**src/rtl/pipe_stage_chain_if.sv**
```systemverilog
// Handshake/bus bundle for pipe_stage_chain: producer payload, per-stage
// stall/flush controls and the registered stage outputs.
interface pipe_stage_chain_if #(
   parameter int WIDTH  = 32,
   parameter int STAGES = 4
);
   logic                      in_valid;
   logic [WIDTH-1:0]          in_data;
   logic                      in_ready;
   logic [STAGES-1:0]         stall;
   logic [STAGES-1:0]         flush;
   logic [STAGES-1:0]         out_valid;
   logic [STAGES*WIDTH-1:0]   out_data;

   modport master (
      output in_valid, in_data, stall, flush,
      input  in_ready, out_valid, out_data
   );

   modport slave (
      input  in_valid, in_data, stall, flush,
      output in_ready, out_valid, out_data
   );
endinterface

```
**src/rtl/pipe_stage_chain.sv**
```systemverilog
// Generic STAGES-deep pipeline register chain with per-stage stall/flush,
// backward stall propagation and bubble insertion. Optional PIPE_PERF_EN adds counters.
module pipe_stage_chain #(
   parameter int WIDTH  = 32,
   parameter int STAGES = 4
) (
   input  logic               CLK,
   input  logic               nRST,
   pipe_stage_chain_if.slave  bus
`ifdef PIPE_PERF_EN
   ,
   output logic [31:0]        stall_cnt,
   output logic [31:0]        flush_cnt
`endif
);

   logic [STAGES-1:0] hold;
   logic [STAGES-1:0] up_hold;
   logic [STAGES-1:0] src_valid;
   logic [WIDTH-1:0]  src_data [STAGES];
   logic [WIDTH-1:0]  r        [STAGES];
   logic [STAGES-1:0] v;

   // hold[k] is the OR of stall[k..STAGES-1]; accumulate from the tail.
   always_comb begin : hold_chain
      logic acc;
      // NOTE: combinational blocks use blocking '=' and assign every output
      // before any branch, so no latch can be inferred.
      acc  = 1'b0;
      hold = '0;
      for (int k = STAGES - 1; k >= 0; k--) begin
         acc     = acc | bus.stall[k];
         hold[k] = acc;
      end
   end

   assign bus.in_ready = ~hold[0];

   always_comb begin
      src_data[0]  = bus.in_data;
      src_valid[0] = bus.in_valid;
      up_hold[0]   = 1'b0;
      for (int k = 1; k < STAGES; k++) begin
         src_data[k]  = r[k-1];
         src_valid[k] = v[k-1];
         up_hold[k]   = hold[k-1];
      end
   end

   always_ff @(posedge CLK or negedge nRST) begin
      if (!nRST) begin
         // NOTE: the stage registers are real flops, not a RAM, and downstream
         // decode relies on all-zero payloads, so every word is reset.
         for (int k = 0; k < STAGES; k++) r[k] <= '0;
         v <= '0;
      end else begin
         // NOTE: sequential state uses non-blocking '<=' so every stage
         // samples its upstream neighbour's pre-edge value.
         for (int k = 0; k < STAGES; k++) begin
            if (bus.flush[k]) begin
               r[k] <= '0;
               v[k] <= 1'b0;
            end else if (hold[k]) begin
               r[k] <= r[k];
               v[k] <= v[k];
            end else if (up_hold[k]) begin
               // Upstream is frozen but this stage drains: insert a zeroed bubble.
               r[k] <= '0;
               v[k] <= 1'b0;
            end else begin
               r[k] <= src_data[k];
               v[k] <= src_valid[k];
            end
         end
      end
   end

   assign bus.out_valid = v;

   always_comb begin
      bus.out_data = '0;
      for (int k = 0; k < STAGES; k++) bus.out_data[k*WIDTH +: WIDTH] = r[k];
   end

`ifdef PIPE_PERF_EN
   // Saturating event counters; only reset clears them, flush does not.
   always_ff @(posedge CLK or negedge nRST) begin
      if (!nRST) begin
         stall_cnt <= '0;
         flush_cnt <= '0;
      end else begin
         if (|bus.stall && stall_cnt != 32'hFFFF_FFFF) stall_cnt <= stall_cnt + 32'd1;
         if (|bus.flush && flush_cnt != 32'hFFFF_FFFF) flush_cnt <= flush_cnt + 32'd1;
      end
   end
`else
   // Performance counters are not built in this configuration.
`endif

endmodule

```
**src/flat_wrapper.sv**
```systemverilog
// flat-port wrapper written by rule: the top's interface ports become plain ports
module pipe_stage_chain_flat 
#(
   parameter int WIDTH  = 32,
   parameter int STAGES = 4
)
  (CLK, nRST, bus_in_valid, bus_in_data, bus_stall, bus_flush, bus_in_ready, bus_out_valid, bus_out_data);
  pipe_stage_chain_if #(.WIDTH(WIDTH), .STAGES(STAGES)) bus_i ();
  input  logic CLK;
  input  logic nRST;
  input wire logic [$bits(bus_i.in_valid)-1:0] bus_in_valid;
  input wire logic [$bits(bus_i.in_data)-1:0] bus_in_data;
  input wire logic [$bits(bus_i.stall)-1:0] bus_stall;
  input wire logic [$bits(bus_i.flush)-1:0] bus_flush;
  output wire logic [$bits(bus_i.in_ready)-1:0] bus_in_ready;
  output wire logic [$bits(bus_i.out_valid)-1:0] bus_out_valid;
  output wire logic [$bits(bus_i.out_data)-1:0] bus_out_data;
  assign bus_i.in_valid = bus_in_valid;
  assign bus_i.in_data = bus_in_data;
  assign bus_i.stall = bus_stall;
  assign bus_i.flush = bus_flush;
  assign bus_in_ready = bus_i.in_ready;
  assign bus_out_valid = bus_i.out_valid;
  assign bus_out_data = bus_i.out_data;
  pipe_stage_chain #(.WIDTH(WIDTH), .STAGES(STAGES)) u_core (.CLK(CLK), .nRST(nRST), .bus(bus_i));
endmodule
```
**config.mk**
```make
export PLATFORM = sky130hd
export DESIGN_NAME = pipe_stage_chain_flat
export DESIGN_NICKNAME = d
export VERILOG_FILES = /design/src/rtl/pipe_stage_chain_if.sv /design/src/rtl/pipe_stage_chain.sv /design/src/flat_wrapper.sv
export SDC_FILE = /design/constraint.sdc
export NUM_CORES = 1
export LEC_CHECK = 0
export ABC_AREA = 1
export ABC_CLOCK_PERIOD_IN_PS = 2000
export CAP_MARGIN = 0
export CORE_MARGIN = 8
export CORE_UTILIZATION = 52
export CTS_BUF_LIST = sky130_fd_sc_hd__clkbuf_4
export CTS_CLUSTER_DIAMETER = 60
export DETAILED_ROUTE_END_ITERATION = 7
export HOLD_SLACK_MARGIN = 0.12
export PLACE_DENSITY = 0.88
export SETUP_SLACK_MARGIN = 0.1
export SYNTH_ARGS = -nofsm -noshare
export SYNTH_HDL_FRONTEND = slang
export SYNTH_SLANG_ARGS = --single-unit
```
**constraint.sdc**
```tcl
create_clock -name CLK -period 2 [get_ports CLK]
set_clock_uncertainty 0.05 [all_clocks]
set_input_delay 0.2 -clock CLK [delete_from_list [all_inputs] [get_ports CLK]]
set_output_delay 0.2 -clock CLK [all_outputs]
set_load 0.005 [all_outputs]
```
==> results of run 1 <==
[flip-flops by register name, indices dropped and copies added, names as in the netlist]
name,cells
u_core.bus.out_data,128
u_core.bus.out_valid,4
[Yosys cell counts, types with 4 or more instances]
cell,instances
buf_1,9
buf_2,13
buf_4,4
buf_6,5
clkbuf_1,20
dfrtp_1,132
inv_1,71
nand2_1,165
nand3_1,132
nor2_1,33
o21ai_0,33
o22ai_1,33
[layout by cell type, fill, tap and decap left out, drive strengths merged, types with 2 or more instances in the layout]
cell type,count
dlygate4sd3,4
nor2,34
clkinvlp,2
clkbuf,20
o21ai,34
nand2,167
o22ai,33
clkinv,9
clkdlybuf4s50,172
dfrtp,132
buf,19
bufinv,3
inv,71
nand3,133
[layer usage]
layer,vias to the layer above,global-route usage [%]
met5,-,0
met4,0,10.30
met3,34,5.734
met2,245,37.13
met1,2484,27.29
li1,2449,-
[cell families (layout without fill, tap and decap cells)]
| group | after synthesis | after routing |
|---|---|---|
| buffers and inverters | 124 | 302 |
| and+or+nand+nor | 334 | 334 |
| AOI/OAI and AO/OA | 67 | 67 |
| DFF | 132 | 132 |
| other | 0 | 1 |
[cell type report]
class | instances | area [um2] | share of cell area, %
repair buffers | 197 | 2004 | 25.46
diodes | 1 | 2.502 | 0.03178
flip-flops and latches | 132 | 3303 | 41.95
multi-input cells | 401 | 1827 | 23.20
clock inverters | 12 | 137.6 | 1.748
inverters | 73 | 274.0 | 3.480
well taps | 140 | 175.2 | 2.225
clock buffers | 20 | 150.1 | 1.907
[timing repair]
item / in CTS / in global routing
hold endpoints to repair: 132 / 4
resized for setup: 1 / 1
hold buffers: 2 / 3
endpoints found under the setup margin: 1 / 1
pin swaps: 0 / 0
[per-stage QoR]
| step | hold slack (ns) | cell area, um2 | utilization, % |
|---|---|---|---|
| 6_report | 0.1958 | 7874 | 73.28 |
| 5_1_grt | 0.1676 | 7874 | 73.28 |
| 4_1_cts | 0.08382 | 7829 | 72.86 |
| 3_5_place_dp | 0.1322 | 7522 | 70.00 |
| 3_3_place_gp | 0.1178 | 7522 | 70.00 |
| 2_1_floorplan | -0.1456 | 5660 | - |
[worst min path at each step]
stage          startpoint                      end  slack [ns]  cells after the start
3_3_place_gp         nRST  u_core.bus.out_data[10]        0.12                      1
3_5_place_dp         nRST   u_core.bus.out_data[3]        0.13                      1
4_1_cts              nRST  u_core.bus.out_valid[0]        0.08                      2
6_report             nRST  u_core.bus.out_data[79]        0.20                      3
2_1_floorplan        nRST   u_core.bus.out_data[0]       -0.15                      0
5_1_grt              nRST  u_core.bus.out_data[63]        0.17                      3
[power by group]
group	internal [mW]	switching [mW]	total, mW
Sequential	2.73	0.0691	2.80
Combinational	0.283	0.307	0.590
Clock	0.889	0.920	1.81
[tightest hold or removal path, delay by kind of cell]
kind / cells / cell delay (ns)
buf+inv: 3 / 0.92
==> run metrics, run 1 <==
met2 WL 8187 um; worst path cell trace clkdlybuf4s50_1; fin crit share 87.72%; gr usage total 22.47%; critical path launch point type flop; Max VDD drop 0.4060 mV; status completed; Die X 120.3 um; worst skew pair latency 0.53 ns; layout cell share with drive strength beyond 1 6.707%; Initial Util 52.68%; FP Rows 38; initial antenna violation count 1; Final WS setup 0.2457 ns; area leader, netlist dfrtp_1; largest family of logic cells by synthesized area simple AND/OR/NAND/NOR gates; Die Area 14480 um2; Power Density 660.4 nW/um2; FF-to-FF setup slack 1.18 ns; vias per cell 5.340; CP max stage delay 0.55 ns; data arrival time of the worst path 1.50 ns; Die Y 120.3 um; distinct cell type count after synthesis 17; CP top delay family buffers and inverters; largest net degree at the start of global routing 68; Clock transition at path regs 0.12 ns; Worst Setup SP u_core.bus.out_data[64]; Port Buffers 175; asr flop ratio synth 100.0%; TritonCTS clock tree built; Hold Path Class input port to async pin; Synth Area in Adders 0%; Post-Syn Area 5660 um2; wl on met1 6570 um; Post-Synthesis Cells 657; Slew @ Worst Pin 0.4927 ns; Tot Pwr 5.200 mW; DR top layer met4; flops & latches, synth 132; H-Tree Depth 4; drt drc 0; setup TNS 0 ns; layout net count 865; dpl hpwl 11820 um; # Post-CTS Setup Buffers 0; final hold violation count 0; Synth Area in Compound Gates 6.653%; Crit path buffers/inverters 1; Max Clk Rate 0.5700 GHz; DRT iter0 DRCs 648; Req. time, crit path 1.75 ns; grt total ovfl 0; CP endpoint bus_out_data[64]; Synth Area in XOR/XNOR 0%; GPL Wtd Cong 0.8650; WL met3 1177 um; post-synth top area share 58.36%; Syn. warnings 0; area delta synth->final 39.10%; # fillers 796; CTS Buffer Depth 2; kind of critical path flop to output pin; critical path depth in cells 1; Pre-antenna DRT Iters 7; Slew Viols, Final 0; post-route insts no fill 976; Synth Area in Simple Gates 25.55%; Post-Syn Area per Cell 8.616 um2; RSZ-0062 raised after global routing no; first-pass GRT wire length 26330 um; EDFF count, synth 0; Vias 5212; final setup violation count 0; total CTS buffers 17; Leak 3.716 nW; RR Startpoint u_core.bus.out_data[24]; Syn Nets 700; reg2reg path depth 2; vias in the first global route 5102; post-route minimum period 1.754 ns; DR WL/cell 16.87 um; Slowest cell on crit path clkdlybuf4s50_1; post-synthesis mux area share 0%; CTS root buffer clkbuf_4; CP max FO 3; ys flop type dfrtp_1; CP endpoint kind output pin; Post-Place Cells 938; Boundary Pins 176; top cells by area, synth dfrtp_1 58%, nand3_1 12%, nand2_1 11%; number of max-cap violations 0; Core Area 10750 um2; post-route ant nets 0; worst slew margin relative to its limit 67.05%; DRT Wirelength 16470 um; sequential share of the synthesized area 58.36%; clk sinks 132; DP Worst Slack 0.01609 ns; capturing point of the worst reg2reg path u_core.bus.out_data[56]
(Power assumes the default switching activity.)
==> run 2: changes to the inputs <==
- ABC_CLOCK_PERIOD_IN_PS: 2000 -> 2100
- CORE_MARGIN: 8 -> 2
- SETUP_SLACK_MARGIN: 0.1 -> unset
- clock period: 2 -> 2.1 ns (I/O delays scaled with it)
==> run metrics, run 2 (synthesized netlist as in run 1, its figures left out) <==
status completed; gr usage total 25.10%; Leak 3.646 nW; largest net degree at the start of global routing 67; first-pass GRT wire length 22960 um; capturing point of the worst reg2reg path u_core.bus.out_data[60]; clk sinks 132; FF-to-FF setup slack 1.28 ns; Hold Path Class input port to async pin; DRT Wirelength 14390 um; RR Startpoint u_core.bus.out_data[28]; vias in the first global route 4665; Max Clk Rate 0.5359 GHz; drt drc 0; number of max-cap violations 0; data arrival time of the worst path 1.61 ns; most used cell, CP clkdlybuf4s50_1; Finished Core Util 72.02%; NetSw 1.175 mW; most frequent cells in the layout 174 x clkdlybuf4s50_1, 165 x nand2_1, 132 x nand3_1, 132 x dfrtp_1, 69 x inv_1; Seq pwr share 57.9%; switching share of power 25.53%; clock network power share 30.2%; GPL Wtd Cong 0.8520; total CTS buffers 17; fin crit share 88.85%; Max VDD drop 0.2828 mV; kind of critical path input port to output pin; critical path launch point type input port; Slowest cell on crit path clkdlybuf4s50_1; worst skew pair latency 0.52 ns; Vias 5047; initial antenna violation count 1; # fillers 802; CTS resizes 0; Sequential cell area 3303 um2; CP endpoint kind output pin; Pre-antenna DRT Iters 7; Die Y 108.3 um; Clock transition at path regs 0.10 ns; final hold violation count 0; Die X 108.3 um; post-route minimum period 1.866 ns; dpl hpwl 10470 um; Initial Util 52.68%; Tot Pwr 4.602 mW; TritonCTS clock tree built; Boundary Pins 176; CP max FO 2; max reg flops 128; post-route ant nets 0; reg2reg path depth 2; Req. time, crit path 1.84 ns; grt total ovfl 0; RSZ-0062 raised after global routing no; worst slew margin relative to its limit 60.99%; final setup violation count 0; Port Buffers 175; CTS Buffer Depth 2; layout cell share with drive strength beyond 1 5.804%; layout net count 860; DRT iter0 DRCs 424; P_int 3.427 mW; CP max stage delay 0.52 ns; Slew @ Worst Pin 0.5830 ns; footprint of the multi-input gates 1827 um2; Combinational Power Share 11.9%; most common cell after layout, fill and taps aside clkdlybuf4s50_1; vias per cell 5.214; area delta synth->final 36.72%; Core Area 10750 um2; worst path cell trace clkdlybuf4s50_1, nor2_8, nand3_2, inv_1, clkdlybuf4s50_1; DR WL/cell 14.87 um; H-Tree Depth 4; Slew Viols, Final 0; Power Density 594.6 nW/um2; setup TNS 0 ns; Die Area 11740 um2; CTS root buffer clkbuf_4; FP Rows 38
-- run 2: power groups by stage --
stage                     sequential, mW  combinational [mW]  clock (mW)
after floorplan                     2.70               0.229           0
after global placement              2.71               0.529           0
after detailed placement            2.71               0.547           0
after CTS                           2.66               0.551        1.41
after global routing                2.67               0.600        1.52
final                               2.66               0.546        1.39
-- run 2: worst max-delay path by stage --
stage                            start                 endpoint  slack [ns]  cells after the start
after global routing      bus_stall[3]             bus_in_ready        0.19                      5
after floorplan           bus_stall[3]             bus_in_ready        0.91                      6
final                     bus_stall[2]             bus_in_ready        0.23                      5
after detailed placement  bus_stall[2]  u_core.bus.out_data[16]        0.11                      7
after global placement    bus_stall[2]  u_core.bus.out_data[12]        0.21                      7
after CTS                 bus_stall[2]             bus_in_ready        0.23                      5
-- run 2: metrics by stage --
stage / hold WS (ns) / instance area [um2] / setup WS [ns] / instances
after floorplan: -0.1356 / 5660 / 0.9069 / 657
after global placement: 0.1353 / 7515 / 0.2116 / 937
after detailed placement: 0.1447 / 7515 / 0.1090 / 937
after CTS: 0.1294 / 7736 / 0.2324 / 967
after global routing: 0.1740 / 7739 / 0.1891 / 968
final: 0.1414 / 7739 / 0.2341 / 968
-- run 2: worst max-delay path: cells and delay by family --
kind,cells,cell delay [ns]
buf+inv,3,1.12
simple gates,2,0.27
-- run 2: repair_timing --
item                      in CTS  in global routing
hold buffers                   1                  0
buffers inserted               0                  0
hold endpoints to repair     132                  0
-- run 2: per-layer routing --
metal	share of wire (%)	track usage, %	wire length [um]	vias to the layer above
li1	-	-	-	2447
met1	44	34.58	6277	2362
met2	48	39.40	6945	217
met3	6.1	5.244	881	21
met4	2.0	9.707	286	0
met5	0	0	0	-
-- run 2: layout make-up --
type / instances / area share [%]
inverter: 73 / 3.541
sequential: 132 / 42.68
multi-input combinational: 401 / 23.61
tap: 140 / 2.264
timing repair buffer: 192 / 25.14
antenna: 1 / 0.03234
clock inverter: 10 / 0.8892
clock buffer: 19 / 1.843
==> run 3: changes to the inputs <==
- ABC_AREA: 1 -> unset
- CELL_PAD_IN_SITES_DETAIL_PLACEMENT: unset -> 0
- CELL_PAD_IN_SITES_GLOBAL_PLACEMENT: unset -> 1
- CORE_UTILIZATION: 52 -> 41
- PLACE_DENSITY: 0.88 -> unset
- PLACE_DENSITY_LB_ADDON: unset -> 0.1
==> run metrics, run 3 <==
status completed; GPL Wtd Cong 0.7444; Crit path buffers/inverters 2; Pre-antenna DRT Iters 4; Post-DP Area 7670 um2; Sequential cell area 3303 um2; Final Cell Area 7936 um2; H-Tree Depth 4; gr usage total 19.44%; Clock transition at path regs 0.10 ns; drt drc 0; flops & latches, synth 132; post-synth top area share 56.84%; Post-Syn Area 5812 um2; area delta synth->final 36.56%; total CTS buffers 17; Slew Viols, Final 0; Vias 4037; area leader, netlist dfrtp_1; Max VDD drop 0.3287 mV; Die Area 15140 um2; Req. time, crit path 1.84 ns; worst skew pair latency 0.52 ns; number of max-cap violations 0; TritonCTS clock tree built; Post-Synthesis Cells 440; largest net degree at the start of global routing 67; vias in the first global route 3921; worst path cell trace clkdlybuf4s50_1, nor4_4, clkdlybuf4s50_1; CTS root buffer clkbuf_4; distinct cell type count after synthesis 17; asr flop ratio synth 100.0%; Post-Syn Area per Cell 13.21 um2; Die Y 123.1 um; Post-Place Cells 773; most common cell after layout, fill and taps aside clkdlybuf4s50_1; most used cell, CP clkdlybuf4s50_1; data arrival time of the worst path 1.70 ns; sequential share of the synthesized area 56.84%; initial antenna violation count 1; layout cell share with drive strength beyond 1 12.30%; footprint of the multi-input gates 2241 um2; most frequent cells in the layout 172 x clkdlybuf4s50_1, 132 x dfrtp_1, 99 x nand2b_1, 66 x a22o_1, 66 x mux2i_1; grt total ovfl 0; ys flop type dfrtp_1; CP top delay family buffers and inverters; max reg flops 128; fin crit share 93.53%; # fillers 1195; layout net count 656; Max Clk Rate 0.5091 GHz; setup TNS 0 ns; top cells by area, synth dfrtp_1 57%, mux2i_1 11%, nand2b_1 11%; Slowest cell on crit path clkdlybuf4s50_1; Syn Nets 483; worst slew margin relative to its limit 43.56%; critical path launch point type input port; Leak 3.307 nW; Syn. warnings 0; CTS Buffer Depth 2; vias per cell 5.002; CP max FO 3; kind of critical path input port to output pin; Core Area 13880 um2; first-pass GRT wire length 22160 um; Power Density 570.8 nW/um2; post-route ant nets 0; FF-to-FF setup slack 0.94 ns; post-route insts no fill 807; final setup violation count 0; Die X 123.1 um; final hold violation count 0; Hold Path Class input port to async pin; clk sinks 132; post-route minimum period 1.964 ns; CP max stage delay 0.58 ns; EDFF count, synth 0; DR WL/cell 17.32 um; FP Rows 43; Port Buffers 175; DRT iter0 DRCs 250; most frequent cells after synthesis 132 x dfrtp_1, 99 x nand2b_1, 66 x a22o_1, 66 x mux2i_1, 23 x or3b_2; DRT Wirelength 13980 um; dpl hpwl 9940 um; Slew @ Worst Pin 0.8466 ns; Initial Util 41.87%; most frequent cell after synthesis dfrtp_1; Boundary Pins 176; CP endpoint kind output pin; RSZ-0062 raised after global routing no
run 3: cell count changes after synthesis, moves of 23 or more:
cell	before	now
nand2_1	165	0
mux2i_1	0	66
inv_1	71	0
or3b_2	0	23
nor2_1	33	0
o22ai_1	33	0
a22o_1	0	66
o21ai_0	33	0
nand3_1	132	0
nand2b_1	0	99
run 3: what timing repair did:
| item | in CTS | in global routing |
|---|---|---|
| hold buffers | 1 | 0 |
| buffers inserted | 0 | 0 |
| endpoints found under the hold margin | 132 | 0 |
| gates resized for setup | 0 | 0 |
run 3: worst paths after layout:
check	startpoint	end	cells past startpoint
max in group asynchronous	nRST	u_core.bus.out_data[83]	3
worst min-delay path	nRST	u_core.bus.out_data[125]	2
worst min register to register	u_core.bus.out_data[100]	u_core.bus.out_data[100]	1
worst max register to register	u_core.bus.out_data[30]	u_core.bus.out_data[62]	2
worst max-delay path	bus_stall[3]	bus_in_ready	3
min in group CLK	bus_in_data[13]	u_core.bus.out_data[13]	3
run 3: kinds of logic after synthesis:
kind of cell	after synthesis	share of synthesized area, %
compound gates	67	10.12
buf+inv	38	4.909
flops	132	56.84
mux	66	11.37
simple gates	137	16.77
run 3: layer usage:
layer	part of all wire, %	track usage, %
met5	0	0
met4	1.0	6.392
met2	46	29.14
met3	6.1	5.858
met1	47	27.06
run 3: final cells by class:
class,instances,share of cell area (%)
tap,180,2.838
timing repair buffer,192,24.07
antenna,1,0.03153
sequential,132,41.62
clock buffer,18,1.703
multi-input combinational,270,28.24
clock inverter,14,1.498
run 3: report_power, final:
group | switching [mW] | total, mW | internal, mW
combinational | 0.190 | 0.373 | 0.183
sequential | 0.0129 | 2.57 | 2.55
clock | 0.899 | 1.59 | 0.689
total | 1.10 | 4.53 | 3.43
run 3: worst register-to-register path, cell delays in order (launching register included):
cell and delay [ns]:
dfrtp_1 0.43, or3b_2 0.47, mux2i_1 0.15
run 3: through the flow:
| stage | util [%] | hold WS, ns | total power [mW] | setup slack (ns) |
|---|---|---|---|---|
| floorplan | - | -0.1356 | 2.790 | 0.9941 |
| global placement | 55.26 | 0.1525 | 2.991 | 0.1514 |
| detailed placement | 55.26 | 0.1574 | 2.998 | 0.1365 |
| CTS | 57.16 | 0.1329 | 4.581 | 0.1332 |
| global route | 57.18 | 0.1313 | 4.729 | 0.09726 |
| finish | 57.18 | 0.1477 | 4.530 | 0.1359 |
